===== config.mk =====
export PLATFORM = sky130hd
export DESIGN_NAME = instr_issue_queue
export DESIGN_NICKNAME = d
export VERILOG_FILES = /design/src/rtl/instr_issue_queue.sv
export SDC_FILE = /design/constraint.sdc
export NUM_CORES = 1
export LEC_CHECK = 0
export CORE_ASPECT_RATIO = 1.25
export CORE_MARGIN = 2
export CORE_UTILIZATION = 41
export CTS_BUF_LIST = sky130_fd_sc_hd__clkbuf_4 sky130_fd_sc_hd__clkbuf_8
export CTS_CLUSTER_SIZE = 8
export DETAILED_ROUTE_END_ITERATION = 7
export HOLD_SLACK_MARGIN = 0.08
export PLACE_DENSITY_LB_ADDON = 0.1
export SYNTH_ARGS = -nofsm -noshare
export SYNTH_HDL_FRONTEND = slang
export SYNTH_SLANG_ARGS = --single-unit

===== constraint.sdc =====
create_clock -name cpu_clk -period 3.3 [get_ports cpu_clk]
set_input_delay 0.66 -clock cpu_clk [delete_from_list [all_inputs] [get_ports cpu_clk]]
set_output_delay 0.66 -clock cpu_clk [all_outputs]
set_load 0.03 [all_outputs]

===== src/rtl/instr_issue_queue.sv =====
// Instruction FIFO feeding the cpu instruction port: each entry is held for HOLD_CYCLES,
// and readers of the rd written by the previous instruction are delayed by HAZARD_GAP bubbles.
module instr_issue_queue #(
    parameter int ILEN        = 32,
    parameter int DEPTH       = 4,
    parameter int HOLD_CYCLES = 1,
    parameter int HAZARD_GAP  = 2
) (
    input  logic                       cpu_clk,
    input  logic                       cpu_rst,
    input  logic                       flush,
    input  logic [ILEN-1:0]            in_instr,
    input  logic                       in_valid,
    output logic                       in_ready,
    output logic [ILEN-1:0]            cpu_instruction,
    output logic                       cpu_instruction_RDY_BSY,
    output logic                       stall,
    output logic [$clog2(DEPTH+1)-1:0] count
);

    localparam int AW = $clog2(DEPTH);
    localparam int CW = $clog2(DEPTH + 1);
    localparam int HW = $clog2(HOLD_CYCLES + 1);
    localparam int GW = (HAZARD_GAP > 0) ? $clog2(HAZARD_GAP + 1) : 1;

    typedef enum logic [1:0] {S_IDLE, S_ISSUE, S_STALL} state_t;

    logic [ILEN-1:0] mem_q [DEPTH];
    logic [AW-1:0]   wr_ptr_q, rd_ptr_q;
    logic [CW-1:0]   count_q;
    state_t          state_q, state_d;
    logic [ILEN-1:0] instr_q, instr_d;
    logic            rdy_q, rdy_d;
    logic            stall_q, stall_d;
    logic [HW-1:0]   hold_q, hold_d;
    logic            rec_v_q, rec_v_d;
    logic [4:0]      rec_rd_q, rec_rd_d;
    logic [GW-1:0]   gap_q, gap_d;

    logic            full, empty, push, pop;
    logic [ILEN-1:0] head;
    logic            head_blocked, head_blocked_new, new_flag;

    function automatic logic op_writes_rd(input logic [6:0] op);
        return op inside {7'b0010011, 7'b0110011, 7'b0110111, 7'b0010111,
                          7'b0000011, 7'b1101111, 7'b1100111};
    endfunction

    function automatic logic op_reads_rs1(input logic [6:0] op);
        return op inside {7'b0010011, 7'b0110011, 7'b0000011, 7'b0100011,
                          7'b1100011, 7'b1100111};
    endfunction

    function automatic logic op_reads_rs2(input logic [6:0] op);
        return op inside {7'b0110011, 7'b0100011, 7'b1100011};
    endfunction

    function automatic logic depends_on(input logic [6:0] op, input logic [4:0] rs1,
                                        input logic [4:0] rs2, input logic [4:0] rd);
        return (op_reads_rs1(op) && rs1 == rd) || (op_reads_rs2(op) && rs2 == rd);
    endfunction

    assign full     = (count_q == CW'(DEPTH));
    assign empty    = (count_q == '0);
    assign in_ready = !full && !flush;
    assign push     = in_valid && in_ready;
    assign head     = mem_q[rd_ptr_q];

    assign cpu_instruction         = instr_q;
    assign cpu_instruction_RDY_BSY = rdy_q;
    assign stall                   = stall_q;
    assign count                   = count_q;

    // A loaded gap value g releases the reader after exactly g idle cycles, so the
    // block only persists while more than one cycle of the gap remains.
    assign head_blocked = !empty && rec_v_q && (gap_q > GW'(1))
                          && depends_on(head[6:0], head[19:15], head[24:20], rec_rd_q);

    // Back-to-back check against the instruction finishing its hold this cycle.
    assign new_flag         = op_writes_rd(instr_q[6:0]) && (instr_q[11:7] != 5'd0);
    assign head_blocked_new = !empty && new_flag && (HAZARD_GAP != 0)
                              && depends_on(head[6:0], head[19:15], head[24:20], instr_q[11:7]);

    always_comb begin
        state_d  = state_q;
        instr_d  = instr_q;
        rdy_d    = rdy_q;
        stall_d  = 1'b0;
        hold_d   = hold_q;
        rec_v_d  = rec_v_q;
        rec_rd_d = rec_rd_q;
        gap_d    = (gap_q != '0) ? gap_q - GW'(1) : gap_q;
        pop      = 1'b0;
        case (state_q)
            S_IDLE, S_STALL: begin
                rdy_d   = 1'b0;
                instr_d = '0;
                state_d = S_IDLE;
                if (!empty) begin
                    if (head_blocked) begin
                        state_d = S_STALL;
                        stall_d = 1'b1;
                    end else begin
                        pop     = 1'b1;
                        instr_d = head;
                        rdy_d   = 1'b1;
                        hold_d  = HW'(HOLD_CYCLES);
                        state_d = S_ISSUE;
                    end
                end
            end
            S_ISSUE: begin
                if (hold_q == HW'(1)) begin
                    rec_v_d  = new_flag;
                    rec_rd_d = instr_q[11:7];
                    if (new_flag) begin
                        gap_d = GW'(HAZARD_GAP);
                    end
                    if (!empty && !head_blocked_new) begin
                        pop     = 1'b1;
                        instr_d = head;
                        hold_d  = HW'(HOLD_CYCLES);
                    end else begin
                        rdy_d   = 1'b0;
                        instr_d = '0;
                        if (!empty) begin
                            state_d = S_STALL;
                            stall_d = 1'b1;
                        end else begin
                            state_d = S_IDLE;
                        end
                    end
                end else begin
                    hold_d = hold_q - HW'(1);
                end
            end
            default: state_d = S_IDLE;
        endcase
    end

    always_ff @(posedge cpu_clk) begin
        if (push) begin
            mem_q[wr_ptr_q] <= in_instr;
        end
    end

    always_ff @(posedge cpu_clk) begin
        if (cpu_rst || flush) begin
            wr_ptr_q <= '0;
            rd_ptr_q <= '0;
            count_q  <= '0;
            state_q  <= S_IDLE;
            instr_q  <= '0;
            rdy_q    <= 1'b0;
            stall_q  <= 1'b0;
            hold_q   <= '0;
            rec_v_q  <= 1'b0;
            rec_rd_q <= '0;
            gap_q    <= '0;
        end else begin
            if (push) begin
                wr_ptr_q <= wr_ptr_q + AW'(1);
            end
            if (pop) begin
                rd_ptr_q <= rd_ptr_q + AW'(1);
            end
            case ({push, pop})
                2'b10:   count_q <= count_q + CW'(1);
                2'b01:   count_q <= count_q - CW'(1);
                default: count_q <= count_q;
            endcase
            state_q  <= state_d;
            instr_q  <= instr_d;
            rdy_q    <= rdy_d;
            stall_q  <= stall_d;
            hold_q   <= hold_d;
            rec_v_q  <= rec_v_d;
            rec_rd_q <= rec_rd_d;
            gap_q    <= gap_d;
        end
    end

endmodule


Word level (Yosys, flattened, before mapping)

Memory sizes are Yosys's and may differ from the RTL's. A register that Yosys moved wholly into a read port is not among the register bits.
Index checks and enable logic that the tools add are counted.
W data, S select, Z words.

Register bits: 52
RAM bits: 128
Word-level logic and storage cells: 118
ROM bits: 0
Bits of input ports: 36
Memories: 1
Latch bits: 0

Memories:

| name  | depth | bits a word | rd ports | clocked after Yosys merged registers in | write ports | RTL line | RTL |
|---|---|---|---|---|---|---|---|
| mem_q | 4     | 32          | 1        | 1                                       | 1           | 28       | `logic [ILEN-1:0] mem_q [DEPTH];` |

$lt $le $gt $ge: 1
Mux-type cells: 38
Reductions and logical operators: 35
Add/subtract/negate cells: 6
Div/mod/pow operators: 0
$mul: 0
Shift-type cells: 0
Bitwise gates (word level): 0
Eq/ne operators: 26

Operators by type and width:

| operator              | number |
|---|---|
| $mux W32              | 4 |
| $pmux W32 S2          | 1 |
| $eq A7 B6 Y1 const B  | 4 |
| $eq A7 B7 Y1 const B  | 4 |
| $mux W2               | 11 |
| $eq A7 B5 Y1 const B  | 3 |
| $eq A5 B5 Y1          | 4 |
| $mux W1               | 16 |
| $eq A7 B2 Y1 const B  | 2 |
| $logic_and A1 B1 Y1   | 13 |
| $ne A2 B2 Y1 const B  | 4 |
| $pmux W1 S2           | 4 |
| $reduce_bool A7 Y1    | 1 |
| $pmux W3 S2           | 1 |
| $reduce_and A2 Y1     | 3 |
| $reduce_and A3 Y1     | 2 |
| $reduce_bool A2 Y1    | 3 |
| $reduce_bool A6 Y1    | 1 |
| $reduce_bool A5 Y1    | 1 |
| $add A2 B1 Y2 const B | 2 |
| $eq A2 B1 Y1 const B  | 2 |
| $eq A2 B2 Y1 const B  | 2 |
| $logic_not A1 Y1      | 4 |
| $pmux W2 S2           | 1 |
| 11 further kinds      | 13 |

Longest topological paths before layout

Depth in word-level cells: 12
Mapped depth: 16

Worst setup path after synthesis

Ideal clock, no wire load.

Path type: register -> register
From: register (tool-made name)
To: register count_q[2], in the netlist count[2]
Stages on the path, launching flop included: 17
Setup time: 0.071 ns
Arrival: 3.585 ns
Path slack: -0.355 ns
Data required time: 3.229 ns
Cell sequence: dfxtp_1 -> buf_6 -> buf_2 -> mux4_2 -> xnor2_1 -> nand3_1 -> nor4_4 -> a2111oi_4 -> or2_1 -> buf_6 -> buf_6 -> ha_1 -> inv_1 -> fa_1 -> xor2_1 -> or3_1 -> a21oi_1

RTL lines:

| what                 | RTL line | RTL |
|---|---|---|
| to (signal assigned) | 168      | `2'b10: count_q <= count_q + CW'(1);` |
| to (signal assigned) | 169      | `2'b01: count_q <= count_q - CW'(1);` |
| to (signal assigned) | 170      | `default: count_q <= count_q;` |
| to (decl)            | 30       | `logic [CW-1:0] count_q;` |

==> impl_metrics.toml <==
[global_route]
grt_pass1_wl_um = 23100
grt_remaining_overflow = 0
grt-busiest-layer = "met2"
grt_use_met3_pct = 3.81
met2_usage_pct = 30.8
antenna_found_initial = 0
track_usage_pct = 17.4
grt_pass1_vias = 4107
use_met1_pct = 21.2
grt_max_degree = 38

[setup_path]
required_ns = 3.69
reg2reg_slack_ns = 0.12
r2r_cells = 14
timing.rr.end = "count[2]"
path_max_fanout = 9
critPathCaptureType = "flop"
path_class = "flop to flop"
critPathLaunchType = "flop"
arrival_ns = 3.57

[floorplanning]
rows = 53
io_pins = 74
die_area_um2 = 18100
fp.dieW_um = 121
start_util_pct = 41.6
core_area_um2 = 16800
die_h_um = 150

[worst_hold_path]
hold_start = "rec_v_q"
hold_path.class = "flop to flop"
min_to = "rec_v_q"
hold_path_depth = 2

[layout]
fin_cells = 729
fin_util_pct = 51.4
layout.nets = 538
area_delta_synth_final_pct = 23.5
layout-drive-gt1-share_pct = 21.2
num_antenna_cells = 0

[timing]
finalClockSkew_ns = 0.0152
slew_viol_final = 0
max_freq_mhz = 315
setup_viol = 0
worst_pin_slew_ns = 0.753
hold_viol = 0
slew_headroom_pct = 49.4
rsz0062_at_grt = "true"
period_needed_ns = 3.18
fin_crit_sh_pct = 96.3

[routing]
vias = 3862
drt_wl_total_um = 14800
drt_iter0_drc = 249
avgViaCountPerCell = 5.30
dr.pass1.iters = 4
wl_per_cell_um = 20.4
drc = 0
drtAntennaViolNets = 0

[synth]
synthFlopType = "edfxtp_1"
yosysTopAreaCellShare_pct = 55.0
synth_fp_nets = 441
postSynthCellCount = 399
yosys_warnings = 0
synth_cell_types = 45
yosys.area.top_type = "edfxtp_1"
syn_area_um2 = 6990
synth-seq-area-share_pct = 70.5
ys_ff_latch = 182
synth.avg_cell_area_um2 = 17.5
async_flop_share_pct = 0
synth_edf_count = 128
synth_area_leaders = "edfxtp_1, dfxtp_1, mux4_2"

[clock_tree]
path_clk_slew_ns = 0.09
htreeDepth = 4
numCtsBuffers = 17
clk_latency_ns = 0.45
cts_tree = "done"
cts_buffer_depth = 2
cts.sinks = 182
cts_root_buf = "clkbuf_8"

[pwr]
p_per_area_nw_per_um2 = 516
p_total_w = 0.00446
max-vdd-ir-drop_mv = 0.433
leakage_nw = 2.77

[placed_design]
dpl.hpwl_um = 9410
portBuffers = 73
routabilityCongestion = 0.802
dp_cells = 696

[run_status]
outcome = "complete, no violations"

[flow_run]
maxCapViolations = 0
[cell type report]
cell class	count	area (um2)
sequential	182	4930
inverter	7	26.3
multi-input combinational	189	1950
tap	220	275
timing repair buffer	99	1010
clock buffer	18	241
clock inverter	14	198
fill	1414	8150
[critical path: stages (launching register included)]
cell and delay (ns):
dfxtp_4 0.38, buf_12 0.14, mux4_2 0.52, buf_4 0.16, xnor2_1 0.11, nand3_1 0.16
nor4_4 0.08, a2111oi_4 0.31, or2_4 0.20, ha_4 0.13, inv_1 0.04, fa_2 0.33
xor2_1 0.15, or3_1 0.30, a21oi_1 0.12
[how the worst max path moves through the flow]
stage                     depth (start not counted)  slack [ns]       end  startpoint
final                                            14        0.12  count[2]        flop
after global routing                             13       -0.05  count[2]        flop
after CTS                                        13        0.02  count[2]        flop
after detailed placement                         13       -0.02  count[2]        flop
after global placement                           13        0.05  count[2]        flop
after floorplan                                  16       -0.09  count[2]        flop
[routing by layer]
| metal | share of wire, % | vias up |
|---|---|---|
| li1 | - | 1786 |
| met2 | 53 | 67 |
| met3 | 3.4 | 13 |
| met4 | 1.2 | 0 |
| met1 | 43 | 1996 |
| met5 | 0 | - |
[cells in the final DEF, fill, tap and decap left out, types with 3 or more instances in the layout]
cell type	synthesis	layout
dfxtp_1	54	53
xnor2_1	14	14
bufinv_16	0	4
mux4_2	29	31
buf_4	0	19
and4b_1	3	3
o21a_1	4	4
o21ai_0	3	3
inv_6	0	3
edfxtp_1	128	128
a21oi_1	12	12
ha_1	5	4
buf_12	1	7
or3_1	3	3
nand2_1	20	20
nor3_1	9	7
clkinv_4	0	3
clkbuf_8	0	17
a32o_1	32	32
clkdlybuf4s50_1	0	73
inv_1	7	7
and3_2	0	4
nor2_1	11	9
xor2_1	9	9
[per-stage QoR]
stage,hold slack (ns),setup TNS [ns],setup slack [ns],instance area (um2)
after floorplan,0.437,-0.0872,-0.0872,7020
after global placement,0.444,0,0.0493,8180
after detailed placement,0.447,-0.0219,-0.0219,8180
after CTS,0.458,0,0.0206,8610
after global routing,0.493,-0.0521,-0.0521,8630
final,0.458,0,0.121,8630
[cells in the mapped netlist, types with 2 or more instances]
master	number
a211oi_1	2
a21oi_1	12
a32o_1	32
and3_1	4
and3b_1	2
and4b_1	3
buf_6	5
clkbuf_1	13
dfxtp_1	54
edfxtp_1	128
ha_1	5
inv_1	7
mux4_1	3
mux4_2	29
nand2_1	20
nand2b_1	2
nand4_1	2
nor2_1	11
nor3_1	9
o211ai_1	2
o21a_1	4
o21ai_0	3
or2_2	2
or3_1	3
xnor2_1	14
xor2_1	9
[kinds of logic after synthesis]
| logic type | synth area share (%) |
|---|---|
| compound gates | 7.31 |
| xor+xnor | 2.88 |
| fa+ha+maj | 1.18 |
| buf+inv | 2.29 |
| flops | 70.5 |
| mux | 10.6 |
| simple gates | 5.21 |
[repair_timing]
action,in CTS,in global routing
endpoints found under the setup margin,1,2
gates resized for setup,2,2
buffers inserted,0,1
hold buffers,0,0
pin swaps,1,3
[sequential cells by signal, summed over array words and instances, names as in the netlist, named ones only]
| signal | flops |
|---|---|
| rec_rd_q | 5 |
| mem_q | 128 |
| count | 3 |
| rd_ptr_q | 2 |
| hold_q | 1 |
| cpu_instruction | 32 |
| stall | 1 |
| state_q | 2 |
| cpu_instruction_RDY_BSY | 1 |
| wr_ptr_q | 2 |
| rec_v_q | 1 |
| gap_q | 2 |
[where the power goes]
group,switching [W],total (W),leakage (nW),internal [W]
clock network,0.000792,0.00163,0.217,0.000841
registers,0.0000174,0.00249,1.60,0.00248
logic,0.000173,0.000329,0.952,0.000156
No activity file was read; power rests on OpenSTA's default activity.
